$ cat src/rtl/axi_rd_burst_splitter.sv
// axi_rd_burst_splitter: splits long INCR AXI4 read bursts into sub-bursts of at most MAX_BEATS beats.
module axi_rd_burst_splitter #(
  parameter int ADDR_WIDTH = 32,
  parameter int DATA_WIDTH = 64,
  parameter int ID_WIDTH   = 4,
  parameter int MAX_BEATS  = 16
) (
  input  logic                  aclk,
  input  logic                  aresetn,
  input  logic [ID_WIDTH-1:0]   s_arid,
  input  logic [ADDR_WIDTH-1:0] s_araddr,
  input  logic [7:0]            s_arlen,
  input  logic [2:0]            s_arsize,
  input  logic [1:0]            s_arburst,
  input  logic                  s_arvalid,
  output logic                  s_arready,
  output logic [ID_WIDTH-1:0]   s_rid,
  output logic [DATA_WIDTH-1:0] s_rdata,
  output logic [1:0]            s_rresp,
  output logic                  s_rlast,
  output logic                  s_rvalid,
  input  logic                  s_rready,
  output logic [ID_WIDTH-1:0]   m_arid,
  output logic [ADDR_WIDTH-1:0] m_araddr,
  output logic [7:0]            m_arlen,
  output logic [2:0]            m_arsize,
  output logic [1:0]            m_arburst,
  output logic                  m_arvalid,
  input  logic                  m_arready,
  input  logic [ID_WIDTH-1:0]   m_rid,
  input  logic [DATA_WIDTH-1:0] m_rdata,
  input  logic [1:0]            m_rresp,
  input  logic                  m_rlast,
  input  logic                  m_rvalid,
  output logic                  m_rready
);
  localparam logic [1:0] IDLE   = 2'd0;
  localparam logic [1:0] ISSUE  = 2'd1;
  localparam logic [1:0] WAIT_R = 2'd2;
  localparam logic [8:0] MB     = 9'(MAX_BEATS);
  logic [1:0]            r_state;
  logic                  r_rdy;
  logic [ID_WIDTH-1:0]   r_id;
  logic [ADDR_WIDTH-1:0] r_addr;
  logic [7:0]            r_len;
  logic [2:0]            r_size;
  logic [1:0]            r_burst;
  logic [8:0]            r_rem;
  logic                  w_incr;
  logic                  w_final;
  logic                  w_sub_done;
  logic [8:0]            w_beats;
  logic [ADDR_WIDTH-1:0] w_next;
  assign w_incr     = r_burst == 2'b01;
  assign w_beats    = w_incr ? (r_rem > MB ? MB : r_rem) : {1'b0, r_len} + 9'd1;
  assign w_final    = !w_incr || r_rem <= MB;
  assign w_next     = ((r_addr >> r_size) << r_size) + (ADDR_WIDTH'(w_beats) << r_size);
  assign w_sub_done = r_state == WAIT_R && m_rvalid && s_rready && m_rlast;
  // r_rdy holds s_arready low until the first clock edge after reset release
  assign s_arready = r_state == IDLE && r_rdy;
  assign m_arvalid = r_state == ISSUE;
  assign m_arid    = r_id;
  assign m_araddr  = r_addr;
  assign m_arlen   = 8'(w_beats - 9'd1);
  assign m_arsize  = r_size;
  assign m_arburst = r_burst;
  assign m_rready  = r_state == WAIT_R && s_rready;
  assign s_rvalid  = r_state == WAIT_R && m_rvalid;
  assign s_rid     = r_id;
  assign s_rdata   = m_rdata;
  assign s_rresp   = m_rresp;
  assign s_rlast   = r_state == WAIT_R && m_rlast && w_final;
  always_ff @(posedge aclk or negedge aresetn)
    if (!aresetn) begin
      r_state <= IDLE;
      r_rdy   <= 1'b0;
      r_id    <= '0;
      r_addr  <= '0;
      r_len   <= '0;
      r_size  <= '0;
      r_burst <= '0;
      r_rem   <= '0;
    end else begin
      r_rdy <= 1'b1;
      if (s_arvalid && s_arready) begin
        r_id    <= s_arid;
        r_addr  <= s_araddr;
        r_len   <= s_arlen;
        r_size  <= s_arsize;
        r_burst <= s_arburst;
        r_rem   <= {1'b0, s_arlen} + 9'd1;
        r_state <= ISSUE;
      end
      if (r_state == ISSUE && m_arready) r_state <= WAIT_R;
      // the sub-burst ends on m_rlast even if it arrives early
      if (w_sub_done) begin
        r_state <= w_final ? IDLE : ISSUE;
        r_addr  <= w_next;
        r_rem   <= r_rem - w_beats;
      end
    end
endmodule

$ cat config.mk
export PLATFORM = sky130hd
export DESIGN_NAME = axi_rd_burst_splitter
export DESIGN_NICKNAME = d
export VERILOG_FILES = /design/src/rtl/axi_rd_burst_splitter.sv
export SDC_FILE = /design/constraint.sdc
export NUM_CORES = 1
export LEC_CHECK = 0
export BUFFER_PORTS_ARGS = -buffer_cell sky130_fd_sc_hd__buf_2
export CORE_MARGIN = 1.5
export CORE_UTILIZATION = 50
export CTS_BUF_LIST = sky130_fd_sc_hd__clkbuf_4
export DETAILED_ROUTE_END_ITERATION = 16
export PLACE_DENSITY = 0.84
export SYNTH_ARGS = -nofsm -noshare
export SYNTH_HDL_FRONTEND = slang
export SYNTH_SLANG_ARGS = --single-unit
$ cat constraint.sdc
create_clock -name aclk -period 5.6 [get_ports aclk]
set_clock_uncertainty 0.2 [all_clocks]
set_input_delay 0.28 -clock aclk [delete_from_list [all_inputs] [get_ports aclk]]
set_output_delay 0.28 -clock aclk [all_outputs]
set_load 0.05 [all_outputs]
-- After elaboration in Yosys (flattened, before gate mapping)
Index checks and enable logic that the tools add are counted.
- muxes and demuxes: 10
- shifts and indexed selects: 3
- add/subtract/negate cells: 5
- equality and inequality tests: 3
- $lt $le $gt $ge: 2
- reduce and logical (&&, ||, !) cells: 14
- operators by type and width (operator ; count):
    two-way mux 32 bit ; 2
    two-way mux 9 bit ; 4
    adder 32 bit ; 1
    left shift 32 x 3 -> 32 bit ; 1
    left shift 9 x 3 -> 32 bit ; 1
    >> shifter 32 x 3 -> 32 bit ; 1
    adder 8 x 1 -> 9 bit (second input constant) ; 2
    > comparator 9 x 5 -> 1 bit (second input constant) ; 1
    less-or-equal comparator 9 x 5 -> 1 bit (second input constant) ; 1
    logical AND 1 bit ; 9
    subtractor 9 bit ; 1
    subtractor 8 x 1 -> 8 bit (second input constant) ; 1
    two-way mux 2 bit ; 3
    == test 2 x 1 -> 1 bit (second input constant) ; 2
    nonzero test 3 bit ; 1
    == test 2 bit (second input constant) ; 1
    zero test 2 bit ; 1
    nonzero test 2 bit ; 1
    zero test 1 bit ; 1
    logical OR 1 bit ; 1
    two-way mux 1 bit ; 1
- output and inout port bits: 124
- word-level logic and storage cells: 45
- flip-flop bits (word level): 61
- input bits: 126

-- Longest topological paths before layout
Gate-level depths: netlist of run 1.
- depth after elaboration: 6
- gate-level depth with buffers: 19
- depth with buffers taken out: 16

-- Worst setup path after synthesis of run 1
No wires, ideal clock.
- path kind: flip-flop to flip-flop
- from: reg r_size[0], in the netlist m_arsize[0]
- to: reg r_addr[31], in the netlist m_araddr[31]
- cell stages (with the launch flop): 16
- data arrival time: 3.935 ns
- library setup time: 0.126 ns
- clock period less this slack: 4.261 ns
- required time: 5.274 ns
- path buffers: 2
- setup slack: 1.339 ns
- cell sequence: dfrtp_1 buf_2 mux2_2 mux4_2 o21ai_0 mux2_2 nor2_1 ha_1 o21ai_0 o21ai_1 o41ai_2 a211oi_2 or2_1 buf_6 and2_1 a311o_1
- cells in the longest elaborated chain, start to end: 4
- elaborated cells on any way between the ends: 5
- those cells by class: 1 x add/sub; 3 x shift; 1 x mux
- RTL lines (element ; line ; RTL):
    from (decl) ; 46 ; logic [2:0] r_size;
    from (signal assigned) ; 89 ; r_size <= s_arsize;
    >> shifter 32 x 3 -> 32 bit ; 57 ; assign w_next = ((r_addr >> r_size) << r_size) + (ADDR_WIDTH'(w_beats) << r_size);
    left shift 32 x 3 -> 32 bit ; 57 ;
    adder 32 bit (*) ; 57 ;
    two-way mux 32 bit (*) ; 96 ; if (w_sub_done) begin
    to (signal assigned) ; 87 ; r_addr <= s_araddr;
    to (signal assigned) ; 98 ; r_addr <= w_next;
    to (decl) ; 44 ; logic [ADDR_WIDTH-1:0] r_addr;
Every way passes the cells marked *; elsewhere a longest branch is shown, timed or not.
A chain may end at the register's enable or synchronous reset.

-- Worst setup path in the final report of run 1
Ends and elaborated chain as after synthesis.

==> flow_metrics.env, run 1 <==
export IMPL_status="completed"
export IMPL_first_global_vias=5272
export IMPL_cts_resized=0
export IMPL_path_cells="mux2_2 > mux4_2 > o21ai_0 > o21ai_0 > and2_1 > ha_1 > o211ai_1 > a211oi_1 > o41ai_2 > a211oi_2 > or2_1 > a31oi_1 > a311o_1"
export IMPL_grt_start_max_net_pins=62
export IMPL_setup_viol=0
export IMPL_cp_data_required_time_ns=5.72
export IMPL_clk_latency_ns=0.43
export IMPL_cp_top_family="compound AO/OA/AOI/OAI gates"
export IMPL_ys_flop_type="dfrtp_1"
export IMPL_route_detailed_drc=0
export IMPL_grt_pass1_wl_um=25000
export IMPL_drtIter0Drc=352
export IMPL_synth_top_cell_area_share=0.270
export IMPL_h_tree_depth=3
export IMPL_clk_path_buf_depth=2
export IMPL_hold_class="primary input to flop"
export IMPL_finalHoldViolations=0
export IMPL_syn_num_nets=875
export IMPL_wl_um=15400
export IMPL_drtPass1Iterations=5
export IMPL_syn_inst=720
export IMPL_maxSlewViolCount=0
export IMPL_synth_area_leader_cell="dfrtp_1"
export IMPL_numCtsBuffers=9
export IMPL_relSlewSlack=0.460
export IMPL_clockRootBuffer="clkbuf_4"
export IMPL_area_delta_synth_final_pct=12.9
export IMPL_die_y_um=109
export IMPL_cp_end_kind="flop"
export IMPL_tns_ns=0
export IMPL_worstPathArrival_ns=4.98
export IMPL_chipWidth_um=109
export IMPL_post_cts_setup_buffer_count=0
export IMPL_ys_warn_count=0
export IMPL_synth_edf_count=0
export IMPL_nNetsFinal=944
export IMPL_cp_num_buf_inv=0
export IMPL_maxCapViolCount=0
export IMPL_syn_area_mm2=0.00566
export IMPL_placementRows=38
export IMPL_cts_tree="built"
export IMPL_drtAntennaViolNets=0
export IMPL_worst_pin_slew_ns=0.809
export IMPL_dieArea_mm2=0.0120
export IMPL_grtUsageTotal=0.265
export IMPL_clkTransAtPathRegs_ns=0.13
export IMPL_core_region_area_mm2=0.0109
export IMPL_fill_cells=1002
export IMPL_antenna_found_initial=0
export IMPL_synth_most_common_cell="nand2_1"
export IMPL_critPathMaxStageDelay_ns=0.84
export IMPL_hpwl_um=10500
export IMPL_crit_type="flop to flop"
export IMPL_synth_cell_types=71
export IMPL_synth_seq_area_share=0.270
export IMPL_synthTopCellsByArea="dfrtp_1 27%, buf_4 9.3%, nand2_1 7.5%"
export IMPL_rsz0062_at_grt="false"
export IMPL_max_freq_mhz=206
export IMPL_postLayoutCoreUtil=0.585
export IMPL_crit_slowest_cell="dfrtp_1"
export IMPL_start_util=0.518
export IMPL_globalplace_congestion=0.889
export IMPL_power_density_mw_per_mm2=764
export IMPL_drive_gt1_frac=0.207
export IMPL_period_needed_ns=4.86
export IMPL_start_kind="flop"
export IMPL_critPathMaxFanout=21
export IMPL_grt_ovfl_total=0
export IMPL_diodes=0
export IMPL_io_buffer_count=113
export IMPL_post_route_period_util=0.868
export IMPL_route_vias_total=5431
export IMPL_ioPinCount=250
export IMPL_wire_per_inst_um=16.4
export IMPL_vias_per_cell=5.81
export IMPL_ys_top_cells_by_count="113 x nand2_1, 70 x buf_4, 61 x dfrtp_1"
export IMPL_worst_path_most_repeated_cell="o21ai_0"
export IMPL_synthArstFlopShare=1.00
export IMPL_ys_ff_latch=61
export IMPL_synth_area_per_cell_um2=7.86
export IMPL_cts_sinks=61
export IMPL_power_leakage_uw=0.00298
export IMPL_cts_hold_buf=46
export IMPL_peakVddDrop_mv=0.768
## per-layer routing
layer	track usage	wire length, µm	vias to the layer above
li1	-	-	2616
met1	0.363	7090	2557
met2	0.422	6940	223
met3	0.0385	985	35
met4	0.104	340	0
met5	0	0	-
## path summary, 6_finish.rpt
path / from / end / slack (ns) / cells past startpoint
worst max-delay path: m_arsize[0] / m_araddr[31] / 0.74 / 13
worst min-delay path: s_araddr[24] / m_araddr[24] / 0.01 / 3
worst max register to register: m_arsize[0] / m_araddr[31] / 0.74 / 13
worst min register to register: m_arid[0] / m_arid[0] / 0.31 / 2
max in group asynchronous: aresetn / m_araddr[15] / 4.35 / 3
min in group asynchronous: aresetn / m_araddr[29] / 0.35 / 3
## per-stage QoR
stage	setup slack, ns	std cells	hold WS (ns)	cell area (µm²)	power, µW
after floorplan	1.34	720	-0.216	5660	3880
after global placement	1.00	872	0.270	5790	4410
after detailed placement	0.800	872	0.276	5790	4490
after CTS	0.751	934	0.00517	6390	4850
after global routing	0.516	934	0.00173	6390	5280
final	0.739	934	0.0131	6390	4890
## layout by cell type (no fill, tap or decap), types with 3 or more instances in the layout
cell type / netlist / layout
xor2_1: 16 / 16
o31ai_1: 3 / 3
mux2i_1: 12 / 12
nand2_1: 113 / 113
buf_4: 70 / 12
nor2_1: 52 / 52
o211ai_1: 11 / 11
nor3_1: 16 / 16
nor2b_1: 10 / 10
clkbuf_4: 0 / 9
dlygate4sd3_1: 0 / 46
nor4_1: 3 / 3
ha_1: 27 / 27
o21a_1: 4 / 4
and2_1: 9 / 8
a22o_1: 3 / 3
and3_1: 16 / 16
a21oi_1: 39 / 39
dfrtp_1: 61 / 61
nand3_1: 23 / 23
o21ai_1: 4 / 4
a311oi_1: 4 / 4
a21o_1: 9 / 9
o22ai_1: 9 / 9
o22a_1: 3 / 3
a211oi_1: 8 / 8
a22oi_1: 11 / 11
a31oi_1: 7 / 7
buf_2: 7 / 113
o21ai_0: 34 / 34
nand4_1: 4 / 4
inv_1: 18 / 18
mux2_2: 9 / 9
xnor2_1: 21 / 21
## tightest hold or removal path: stages
cell,delay (ns)
buf_2,0.07
and3_1,0.15
a311o_1,0.11
## logic make-up after synthesis
family	count (synthesis)	share of synthesized area
AO/OA/AOI/OAI	172	0.203
XOR/XNOR	37	0.0572
other	1	0.000662
flip-flops	61	0.270
multiplexers	25	0.0537
AND/OR/NAND/NOR	262	0.211
buffers and inverters	133	0.137
adder cells (fa/ha/maj)	29	0.0667
## layout make-up
cell class,count,area [µm²],share of cell area
Clock buffer,9,67.6,0.0106
Clock inverter,7,75.1,0.0117
Inverter,20,75.1,0.0117
Multi-Input combinational cell,526,3360,0.525
Sequential cell,61,1530,0.239
Tap cell,140,175,0.0274
Timing Repair Buffer,171,1120,0.175
## state kept, by name, indices dropped and copies added (netlist names)
register   count
m_araddr      32
m_arburst      2
m_arid         4
m_arsize       3
r_len          8
r_rdy          1
r_rem          9
r_state        2
## power breakdown
part	switching (µW)	internal [µW]	total [µW]
clock network	189	137	326
registers	317	645	962
logic	2330	1270	3600
Power figures use the tool's default switching activity.
==> inputs of run 2 (changes only) <==
--- a/config.mk
+++ b/config.mk
@@ -7,10 +7,10 @@
 export LEC_CHECK = 0
 export BUFFER_PORTS_ARGS = -buffer_cell sky130_fd_sc_hd__buf_2
 export CORE_MARGIN = 1.5
-export CORE_UTILIZATION = 50
+export CORE_UTILIZATION = 40
 export CTS_BUF_LIST = sky130_fd_sc_hd__clkbuf_4
 export DETAILED_ROUTE_END_ITERATION = 16
-export PLACE_DENSITY = 0.84
+export PLACE_DENSITY = 0.69
 export SYNTH_ARGS = -nofsm -noshare
 export SYNTH_HDL_FRONTEND = slang
 export SYNTH_SLANG_ARGS = --single-unit
==> run 2 against run 1 <==
Against the previous run:
- non-clock buffer count grew 7
- largest power group unchanged
- combinational power is essentially flat
- hold slack improved by 0.23 ns
- register-to-register slack gained 0.04 ns
==> flow_metrics.env, run 2 (same netlist as run 1, synthesis figures left out) <==
export IMPL_reg2reg_to="m_araddr[31]"
export IMPL_route_detailed_drc=0
export IMPL_first_global_vias=5074
export IMPL_finalHoldViolations=0
export IMPL_vias_per_cell=5.46
export IMPL_clockRootBuffer="clkbuf_4"
export IMPL_power_density_mw_per_mm2=758
export IMPL_clkTransAtPathRegs_ns=0.12
export IMPL_postLayoutCoreUtil=0.472
export IMPL_h_tree_depth=3
export IMPL_worst_pin_slew_ns=0.828
export IMPL_diodes=0
export IMPL_endpoint="m_araddr[31]"
export IMPL_ioPinCount=250
export IMPL_maxCapViolCount=0
export IMPL_dieArea_mm2=0.0149
export IMPL_r2r_start="m_arburst[0]"
export IMPL_cts_tree="built"
export IMPL_placementRows=43
export IMPL_critPathMaxFanout=9
export IMPL_crit_start="m_arburst[0]"
export IMPL_hold_class="primary input to flop"
export IMPL_dp_cells=913
export IMPL_area_delta_synth_final_pct=15.2
export IMPL_core_region_area_mm2=0.0138
export IMPL_critPathMaxStageDelay_ns=0.56
export IMPL_largest_register_ffs=32
export IMPL_drtAntennaViolNets=0
export IMPL_drtPass1Iterations=5
export IMPL_path_cells="nor2b_1 > buf_4 > mux2_2 > nand3_1 > o21ai_0 > mux2_2 > nor2_1 > a21oi_1 > ha_1 > nand3_1 > a211oi_1 > o41ai_2 > a211oi_2 > or2_1 > a31oi_1 > a311o_1"
export IMPL_period_needed_ns=4.82
export IMPL_stdcell_count=980
export IMPL_cp_top_family="compound AO/OA/AOI/OAI gates"
export IMPL_status="completed"
export IMPL_worstPathArrival_ns=4.95
export IMPL_peakVddDrop_mv=0.349
export IMPL_layout_common_cells="113 x nand2_1, 113 x buf_2, 61 x dfrtp_1"
export IMPL_numCtsBuffers=9
export IMPL_cp_depth=16
export IMPL_drtIter0Drc=328
export IMPL_grt_pass1_wl_um=25400
export IMPL_chipWidth_um=122
export IMPL_reg2reg_slack_ns=0.78
export IMPL_io_buffer_count=113
export IMPL_start_util=0.409
export IMPL_grt_start_max_net_pins=62
export IMPL_wire_per_inst_um=15.9
export IMPL_antenna_found_initial=0
export IMPL_wl_um=15600
export IMPL_cp_num_buf_inv=1
export IMPL_clk_latency_ns=0.45
export IMPL_grt_ovfl_total=0
export IMPL_die_y_um=122
export IMPL_crit_type="flop to flop"
export IMPL_post_cts_setup_buffer_count=0
export IMPL_nNetsFinal=951
export IMPL_hpwl_um=10800
export IMPL_drive_gt1_frac=0.205
export IMPL_power_leakage_uw=0.00302
export IMPL_relSlewSlack=0.448
export IMPL_tns_ns=0
export IMPL_start_kind="flop"
export IMPL_route_vias_total=5351
export IMPL_post_route_period_util=0.860
export IMPL_cp_end_kind="flop"
export IMPL_max_freq_mhz=208
export IMPL_rsz0062_at_grt="false"
export IMPL_maxSlewViolCount=0
export IMPL_setup_viol=0
export IMPL_globalplace_congestion=0.861
export IMPL_cts_sinks=61
export IMPL_cp_data_required_time_ns=5.73
export IMPL_rr_worst_depth=16
export IMPL_crit_slowest_cell="nor2b_1"
export IMPL_clk_path_buf_depth=2
export IMPL_grtUsageTotal=0.216
run 2: changes by cell type in the layout (fill, tap and decap cells not counted), sizes merged:
| cell | delta |
|---|---|
| dlygate4sd3 | +6 |
| buf | +1 |
| bufinv | +1 |
| clkbuf | +1 |
| clkinv | -1 |
| clkinvlp | -1 |
| inv | -1 |
run 2: final cells by class:
cell class | instances | area [µm²]
Fill cell | 1358 | 7310
Clock inverter | 5 | 76.3
Sequential cell | 61 | 1530
Tap cell | 180 | 225
Timing Repair Buffer | 178 | 1180
Multi-Input combinational cell | 526 | 3360
Clock buffer | 10 | 75.1
Inverter | 20 | 75.1
run 2: worst min path at each step:
stage / startpoint / endpoint / slack (ns) / depth (start not counted)
after CTS: m_rvalid / m_araddr[15] / 0.20 / 5
after global routing: s_arvalid / r_len[2] / 0.26 / 5
after floorplan: aresetn / m_araddr[0] / -0.22 / 0
final: m_rvalid / m_araddr[15] / 0.24 / 5
after detailed placement: s_arid[0] / m_arid[0] / 0.28 / 3
after global placement: s_arburst[1] / m_arburst[1] / 0.27 / 3
run 2: power by group:
part,switching [µW],total [µW],leakage (µW),internal [µW]
Sequential,335,979,0.000735,645
Combinational,2320,3600,0.00221,1290
Clock,178,359,0.0000799,181
Total,2830,4940,0.00302,2110
run 2: stage by stage:
step,area (µm²),worst slack (ns),hold WS (ns),total power [µW]
finish,6520,0.783,0.244,4940
global route,6520,0.464,0.264,5350
CTS,6520,0.836,0.202,4930
detailed placement,5850,0.876,0.276,4520
global placement,5850,0.932,0.272,4490
floorplan,5660,1.34,-0.216,3880
run 2: timing repair:
item,4_1_cts,5_1_grt
hold endpoints to repair,117,0
hold buffers,52,0
gates resized for setup,0,0
run 2: layer usage:
metal | GRT usage | vias to the layer above | share of wire
met2 | 0.338 | 187 | 0.45
li1 | - | 2615 | -
met4 | 0.0691 | 0 | 0.015
met5 | 0 | - | 0
met1 | 0.295 | 2521 | 0.47
met3 | 0.0487 | 28 | 0.066
run 2: worst reg2reg max path, cell delays in order (launching register included):
cell and delay (ns):
dfrtp_1 0.45, nor2b_1 0.57, buf_4 0.28, mux2_2 0.38, nand3_1 0.08, o21ai_0 0.11, mux2_2 0.32, nor2_1 0.10
a21oi_1 0.06, ha_1 0.44, nand3_1 0.11, a211oi_1 0.26, o41ai_2 0.17, a211oi_2 0.31, or2_1 0.39, a31oi_1 0.14
a311o_1 0.33
